<file path="config.mk">
export PLATFORM = sky130hd
export DESIGN_NAME = ex_wb_stage_flat
export DESIGN_NICKNAME = d
export VERILOG_FILES = /design/src/rtl/ex_wb_stage_if.sv /design/src/rtl/ex_wb_stage.sv /design/src/flat_wrapper.sv
export SDC_FILE = /design/constraint.sdc
export NUM_CORES = 1
export LEC_CHECK = 0
export ABC_AREA = 1
export CAP_MARGIN = 20
export CORE_UTILIZATION = 40
export CTS_BUF_LIST = sky130_fd_sc_hd__clkbuf_16
export DETAILED_ROUTE_END_ITERATION = 12
export GPL_ROUTABILITY_DRIVEN = 0
export SKIP_LAST_GASP = 1
export SYNTH_ARGS = -nofsm -noshare
export SYNTH_HDL_FRONTEND = slang
export SYNTH_SLANG_ARGS = --single-unit
</file>
<file path="constraint.sdc">
create_clock -name clk -period 3.57 [get_ports clk]
set_input_delay 0.8925 -clock clk [delete_from_list [all_inputs] [get_ports clk]]
set_output_delay 0.8925 -clock clk [all_outputs]
set_load 0.05 [all_outputs]
</file>
<file path="src/rtl/ex_wb_stage_if.sv">
// ex_wb_stage_if: issue bundle into the execute stage and the
// register file write-back bundle out of it.
//   master: drives in_* and observes stall and wb_*.
//   slave : the stage itself; consumes in_* and drives stall and wb_*.
//   in_rs1/in_rs2 exist only when EX_BYPASS_EN is defined.
interface ex_wb_stage_if #(
    parameter int DSIZE = 32,
    parameter int ASIZE = 5
);
    logic             in_valid;
    logic [3:0]       in_op;
    logic [ASIZE-1:0] in_rd;
    logic [DSIZE-1:0] in_a;
    logic [DSIZE-1:0] in_b;
`ifdef EX_BYPASS_EN
    logic [ASIZE-1:0] in_rs1;
    logic [ASIZE-1:0] in_rs2;
`endif
    logic             stall;
    logic             wb_wen;
    logic [ASIZE-1:0] wb_waddr;
    logic [DSIZE-1:0] wb_wdata;

    modport master (
`ifdef EX_BYPASS_EN
        output in_rs1,
        output in_rs2,
`endif
        output in_valid,
        output in_op,
        output in_rd,
        output in_a,
        output in_b,
        input  stall,
        input  wb_wen,
        input  wb_waddr,
        input  wb_wdata
    );

    modport slave (
`ifdef EX_BYPASS_EN
        input  in_rs1,
        input  in_rs2,
`endif
        input  in_valid,
        input  in_op,
        input  in_rd,
        input  in_a,
        input  in_b,
        output stall,
        output wb_wen,
        output wb_waddr,
        output wb_wdata
    );
endinterface

</file>
<file path="src/rtl/ex_wb_stage.sv">
// ex_wb_stage: execute stage; single-cycle ALU ops plus shift-add MUL.
// Ports: clk, rst (sync, active-high), bus (ex_wb_stage_if.slave).
// Optional: EX_BYPASS_EN forwards the held write-back value to operands.
module ex_wb_stage #(
    parameter int DSIZE = 32,
    parameter int ASIZE = 5,
    parameter int SHW   = 5
) (
    input logic          clk,
    input logic          rst,
    ex_wb_stage_if.slave bus
);
    typedef enum logic {
        IDLE,
        MUL_BUSY
    } state_t;

    localparam logic [SHW-1:0] LAST = SHW'(DSIZE - 1);

    state_t           state;
    logic             stall_q;
    logic             wen_q;
    logic [ASIZE-1:0] waddr_q;
    logic [DSIZE-1:0] wdata_q;

    logic [DSIZE-1:0] mcand;
    logic [DSIZE-1:0] mplier;
    logic [DSIZE-1:0] acc;
    logic [ASIZE-1:0] mrd;
    logic [SHW-1:0]   cnt;

    logic [DSIZE-1:0] op_a;
    logic [DSIZE-1:0] op_b;
    logic [DSIZE-1:0] alu_res;
    logic [DSIZE-1:0] acc_nxt;
    logic             is_wr;
    logic             is_mul;

    assign bus.stall    = stall_q;
    assign bus.wb_wen   = wen_q;
    assign bus.wb_waddr = waddr_q;
    assign bus.wb_wdata = wdata_q;

`ifdef EX_BYPASS_EN
    // Back-to-back dependence: the producer's value is still in wdata_q.
    assign op_a = (wen_q && waddr_q == bus.in_rs1) ? wdata_q : bus.in_a;
    assign op_b = (wen_q && waddr_q == bus.in_rs2) ? wdata_q : bus.in_b;
`else
    assign op_a = bus.in_a;
    assign op_b = bus.in_b;
`endif

    assign acc_nxt = acc + (mplier[0] ? mcand : '0);

    always_comb begin
        alu_res = '0;
        is_wr   = 1'b1;
        is_mul  = 1'b0;
        case (bus.in_op)
            4'd0: alu_res = op_a + op_b;
            4'd1: alu_res = op_a - op_b;
            4'd2: alu_res = op_a & op_b;
            4'd3: alu_res = op_a | op_b;
            4'd4: alu_res = op_a ^ op_b;
            4'd5: alu_res = op_a << op_b[SHW-1:0];
            4'd6: alu_res = op_a >> op_b[SHW-1:0];
            4'd7: alu_res = {{(DSIZE-1){1'b0}},
                             $signed(op_a) < $signed(op_b)};
            4'd8: begin
                is_wr  = 1'b0;
                is_mul = 1'b1;
            end
            default: is_wr = 1'b0;
        endcase
    end

    always_ff @(posedge clk) begin
        if (rst) begin
            state   <= IDLE;
            stall_q <= 1'b0;
            wen_q   <= 1'b0;
            waddr_q <= '0;
            wdata_q <= '0;
            mcand   <= '0;
            mplier  <= '0;
            acc     <= '0;
            mrd     <= '0;
            cnt     <= '0;
        end else begin
            wen_q <= 1'b0;
            unique case (state)
                IDLE: begin
                    if (bus.in_valid && is_mul) begin
                        mcand   <= op_a;
                        mplier  <= op_b;
                        mrd     <= bus.in_rd;
                        acc     <= '0;
                        cnt     <= '0;
                        state   <= MUL_BUSY;
                        stall_q <= 1'b1;
                    end else if (bus.in_valid && is_wr) begin
                        wen_q   <= 1'b1;
                        waddr_q <= bus.in_rd;
                        wdata_q <= alu_res;
                    end
                end
                MUL_BUSY: begin
                    acc    <= acc_nxt;
                    mcand  <= mcand << 1;
                    mplier <= mplier >> 1;
                    cnt    <= cnt + 1'b1;
                    if (cnt == LAST) begin
                        state   <= IDLE;
                        stall_q <= 1'b0;
                        wen_q   <= 1'b1;
                        waddr_q <= mrd;
                        wdata_q <= acc_nxt;
                    end
                end
                default: state <= IDLE;
            endcase
        end
    end
endmodule

</file>
<file path="src/flat_wrapper.sv">
// flat-port wrapper written by rule: the top's interface ports become plain ports
module ex_wb_stage_flat 
#(
    parameter int DSIZE = 32,
    parameter int ASIZE = 5,
    parameter int SHW   = 5
)
  (clk, rst, bus_in_valid, bus_in_op, bus_in_rd, bus_in_a, bus_in_b, bus_stall, bus_wb_wen, bus_wb_waddr, bus_wb_wdata);
  ex_wb_stage_if #(.DSIZE(DSIZE), .ASIZE(ASIZE)) bus_i ();
  input logic clk;
  input logic rst;
  input wire logic [$bits(bus_i.in_valid)-1:0] bus_in_valid;
  input wire logic [$bits(bus_i.in_op)-1:0] bus_in_op;
  input wire logic [$bits(bus_i.in_rd)-1:0] bus_in_rd;
  input wire logic [$bits(bus_i.in_a)-1:0] bus_in_a;
  input wire logic [$bits(bus_i.in_b)-1:0] bus_in_b;
  output wire logic [$bits(bus_i.stall)-1:0] bus_stall;
  output wire logic [$bits(bus_i.wb_wen)-1:0] bus_wb_wen;
  output wire logic [$bits(bus_i.wb_waddr)-1:0] bus_wb_waddr;
  output wire logic [$bits(bus_i.wb_wdata)-1:0] bus_wb_wdata;
  assign bus_i.in_valid = bus_in_valid;
  assign bus_i.in_op = bus_in_op;
  assign bus_i.in_rd = bus_in_rd;
  assign bus_i.in_a = bus_in_a;
  assign bus_i.in_b = bus_in_b;
  assign bus_stall = bus_i.stall;
  assign bus_wb_wen = bus_i.wb_wen;
  assign bus_wb_waddr = bus_i.wb_waddr;
  assign bus_wb_wdata = bus_i.wb_wdata;
  ex_wb_stage #(.DSIZE(DSIZE), .ASIZE(ASIZE), .SHW(SHW)) u_core (.clk(clk), .rst(rst), .bus(bus_i));
endmodule
</file>
Word-level counts from Yosys, hierarchy flattened
Index checks and enable logic that the tools add are counted.
- register bits: 146
- bits of input ports: 76
- logic and storage cells: 71
- $add $sub $neg: 4
- $lt $le $gt $ge: 1
- eq/ne operators: 13
- shift operators: 2
- muxes and demuxes: 30
- bitwise logic cells: 4
- reduce and logical (&&, ||, !) cells: 7
- operator list (kind ; count):
    $pmux 32 s2 ; 4
    $pmux 32 s8 ; 1
    $mux 32 ; 7
    $add 32x32->32 ; 2
    $and 32x32->32 ; 1
    $lt 32x32->1 ; 1
    $or 32x32->32 ; 1
    $shl 32x5->32 ; 1
    $shr 32x5->32 ; 1
    $sub 32x32->32 ; 1
    $xor 32x32->32 ; 1
    $mux 5 ; 4
    $pmux 5 s2 ; 2
    $eq 4x3->1 const B ; 4
    $mux 1 ; 9
    $eq 4x2->1 const B ; 2
    $reduce_or 8->1 ; 1
    $pmux 1 s2 ; 3
    $add 5x1->5 const B ; 1
    $eq 5x5->1 const B ; 1
    $eq 4x1->1 const B ; 1
    $eq 4x4->1 const B ; 1
    $logic_not 4->1 ; 1
    $ne 2x1->1 const B ; 2
    5 further kinds ; 8

Depth between registers and ports, before layout
- depth after elaboration: 7
- mapped depth: 22

Worst setup path after synthesis
Ideal clock, no wire load.
- path kind: input port to flip-flop
- start: input port bus_in_b[2]
- end: register u_core.wdata_q[15] (netlist: u_core.bus.wb_wdata[15])
- library setup time: 0.118 ns
- data arrival time: 2.921 ns
- setup slack: 0.532 ns
- stages: 18
- buffers on the path: 4
- cells stage by stage: buf_2 > inv_2 > buf_2 > buf_2 > ha_1 > buf_2 > nor2_1 > nand2_1 > nand3_1 > nand2_1 > nand2_1 > nand2_1 > nand2_1 > a21oi_1 > o21ai_0 > nand3_1 > a21oi_1 > nor2_1
- longest elaborated chain between the ends: 5
- RTL lines (what ; RTL line ; RTL):
    start, declared ; flat_wrapper.sv:16 ; input wire logic [$bits(bus_i.in_b)-1:0] bus_in_b;
    $sub 32x32->32 (tied with other cells) ; ex_wb_stage.sv:61 ; 4'd1: alu_res = op_a - op_b;
    $pmux 32 s8 * ; ex_wb_stage.sv:59 ; case (bus.in_op)
    $mux 32 * ; ex_wb_stage.sv:101 ; end else if (bus.in_valid && is_wr) begin
    $mux 32 * ; ex_wb_stage.sv:93 ; if (bus.in_valid && is_mul) begin
    $pmux 32 s2 * ; ex_wb_stage.sv:91 ; unique case (state)
    end signal, assigned ; ex_wb_stage.sv:104 ; wdata_q <= alu_res;
    end signal, assigned ; ex_wb_stage.sv:117 ; wdata_q <= acc_nxt;
    end, declared ; ex_wb_stage.sv:24 ; logic [DSIZE-1:0] wdata_q;
Mark *: on every way between the ends. The rest lies on a longest branch, timed or not. The select of a mux whose other input is x is not followed.
A chain may end at the register's enable or synchronous reset.

Worst setup path after layout
- start: input port bus_in_b[16]
- end: register u_core.wdata_q[26] (netlist: u_core.bus.wb_wdata[26])
- longest elaborated chain between the ends: 5
- RTL lines (what ; RTL line):
    $sub 32x32->32 / $add 32x32->32 (equally long branches) ; ex_wb_stage.sv:61, ex_wb_stage.sv:60
    $pmux 32 s8 * ; ex_wb_stage.sv:59
    $mux 32 * ; ex_wb_stage.sv:101
    $mux 32 * ; ex_wb_stage.sv:93
    $pmux 32 s2 * ; ex_wb_stage.sv:91
Marked as above.

==> results.cfg <==
[status]
status = completed

[worst_setup_path]
cp_max_fo = 8
cp_cell_sequence = clkdlybuf4s50_1 > inv_1 > ha_1 > nor2_1 > inv_1 > nor2_1 > nand2_1 > nor2_1 > nand2_1 > nand2_1 > nand2_1 > nand3_1 > nand3_1 > nand2_1 > nand3_1 > nand2_1 > inv_1
r2r-end = u_core.bus.wb_wdata[15]$_SDFFE_PP0P_
ff2ff_setup_slack_ps = 710
endpoint_kind = flip-flop
crit_start = bus_in_b[16]
r2r-start = u_core.mplier[0]$_SDFFE_PP0P_
ff2ff_path_depth = 14
cp.required_ps = 3980
path_class = in2reg
cp-start-kind = input pin
crit_top_cell = nand2_1
worst_path_max_delay_cell = clkdlybuf4s50_1
critPathMaxStageDelay_ps = 610
critPathArrivalTime_ps = 3650

[clock_tree]
clk_path_buf_depth = 2
htreeDepth = 4
numCtsBuffers = 17
clk_pin_slew_ps = 70
cts_setup_buffers = 0
cts.sink_count = 146
cts-root-buf = clkbuf_16
post_cts_resize_count = 0
hold_buffers = 0
clk_latency_ps = 510
cts_tree = built

[logic_synthesis]
yosys_warnings = 0
synth.top_cells.by_area = nand2_1, dfxtp_1, nand3_1
ys_types = 47
syn-instance-count = 3132
synthArstFlopShare_pct = 0
ys_seq_elements = 146
synth_area_leader_cell = nand2_1
synth_nets = 3358
synth.avg_cell_area_um2 = 5.57
yosysSeqAreaShare_pct = 16.7
synth_area_um2 = 17500
synth_edf_count = 0
synth_ff_type = dfxtp_1
synth_top_area_share_pct = 22.2

[die]
chipHeight_um = 211
coreArea_um2 = 43100
ios = 115
start_util_pct = 40.5
die_w_um = 211
num_rows = 76
die_area_um2 = 44500

[routing]
drt_iter0_markers = 3055
postRouteWirelength_mm = 77.5
drtAntennaViolNets = 0
wl_per_cell_um = 20.0
num_vias = 22005
drt-vias-per-instance = 5.69
drc = 0
first_pass_iters = 7

[sta]
rsz0062_at_grt = no
fin_crit_sh_pct = 91.0
hold_violations = 0
slew_headroom_pct = 27.9
drv_slew = 0
worstMarginPinSlew_ps = 1080
min_period_ps = 3250
setup-violations-final = 0
worst_clock_skew_ps = 15.0
clock.fmax_ghz = 0.308

[power]
p_sw_share_pct = 41.3
power.density_nw_per_um2 = 276
p_switching_mw = 2.33
comb_power_share_pct = 36.8
p_int_mw = 3.31
power.share.clock_pct = 33.1
power.leakage_nw = 10.2
seqPwrFrac_pct = 30.1
peakVddDrop_mv = 0.312

[finish]
fin_area_um2 = 20500
stdcell_count = 3866
n_antenna_cell = 0
drive_above_1_share_pct = 7.35
final_cell_mix = nand2_1, nand3_1, inv_1
final_common_cell = nand2_1
final_nets = 3495
syn_to_final_growth_pct = 17.3

[place]
portBuffers = 114
dp.cells = 3835
placedInstanceArea_um2 = 19900
dp_hpwl_mm = 61.4

[global_route]
grt_max_degree = 81
grt-ovfl-total = 0
track_usage_pct = 34.8
grt_pass1_wl_mm = 117
antenna_found_initial = 1
grt_pass1_vias = 20328

[min_path]
holdPathStages = 2
worstHoldStart = u_core.mrd[0]$_SDFFE_PP0P_
hold_class = reg2reg
hold_end = u_core.mrd[0]$_SDFFE_PP0P_

[run]
max_cap_viol_count = 0
[per-stage QoR]
stage | setup TNS [ps] | worst slack [ps] | hold WS (ps) | util (%) | total power, mW
6_report | 0 | 320 | 466 | 47.5 | 5.64
5_1_grt | 0 | 86.9 | 489 | 47.5 | 5.89
4_1_cts | 0 | 452 | 470 | 47.5 | 5.63
3_5_place_dp | -169 | -78.7 | 459 | 46.2 | 3.73
3_3_place_gp | -88.0 | -38.0 | 450 | 46.2 | 3.72
2_1_floorplan | 0 | 532 | 441 | - | 2.92
[power by group through the flow]
stage                     clock (mW)  combinational [mW]  sequential [mW]
after floorplan                    0                1.09             1.82
after global placement             0                1.98             1.74
after detailed placement           0                2.00             1.74
after CTS                       1.92                2.01             1.70
after global routing            1.97                2.22             1.70
final                           1.87                2.07             1.70
[kinds of logic (layout without fill, tap and decap cells)]
kind of cell | count (synthesis) | count (layout) | synth area share, %
compound gates | 521 | 521 | 17.2
xor+xnor | 4 | 4 | 0.201
fa+ha+maj | 150 | 150 | 10.9
buf+inv | 536 | 685 | 12.3
flops | 146 | 146 | 16.7
simple gates | 1775 | 1775 | 42.6
[worst max-delay path: cells and delay by family]
family	cells	cell delay [ps]
fa+ha+maj	1	420
buf+inv	4	870
simple gates	12	1470
[worst max path at each step]
stage	endpoint	slack [ps]
2_1_floorplan	u_core.bus.wb_wdata[15]$_SDFFE_PP0P_	530
3_3_place_gp	u_core.bus.wb_wdata[26]$_SDFFE_PP0P_	-40
3_5_place_dp	u_core.bus.wb_wdata[28]$_SDFFE_PP0P_	-80
4_1_cts	u_core.bus.wb_wdata[28]$_SDFFE_PP0P_	450
5_1_grt	u_core.bus.wb_wdata[29]$_SDFFE_PP0P_	90
6_report	u_core.bus.wb_wdata[26]$_SDFFE_PP0P_	320
[synthesized netlist by cell type (28+ instances only)]
library cell  count
nand2_1        1033
nand3_1         387
inv_1           377
nor2_1          245
a21oi_1         198
ha_1            147
dfxtp_1         146
o21ai_0         138
a31oi_1          75
buf_2            66
clkbuf_1         62
nand4_1          37
nor3_1           28
[flip-flops by register name, indices dropped and copies added (netlist names)]
name / cells
u_core.acc: 32
u_core.bus.stall: 1
u_core.bus.wb_waddr: 5
u_core.bus.wb_wdata: 32
u_core.bus.wb_wen: 1
u_core.cnt: 5
u_core.mcand: 32
u_core.mplier: 32
u_core.mrd: 5
u_core.state: 1
[cell type report]
cell class	instances	area, um2
clock buffer	17	425
multi-input combinational	2450	12400
timing repair buffer	268	2400
inverter	386	1450
fill	4720	22600
sequential	146	2930
clock inverter	14	144
tap	585	732
[metal layers]
metal  GRT usage (%)  part of all wire (%)  wire length, um
met3            7.82                    10             7940
met2            51.2                    41            31600
met4            22.6                   7.1             5520
met5               0                 0.012                9
met1            45.6                    42            32400
Power figures use the tool's default switching activity.
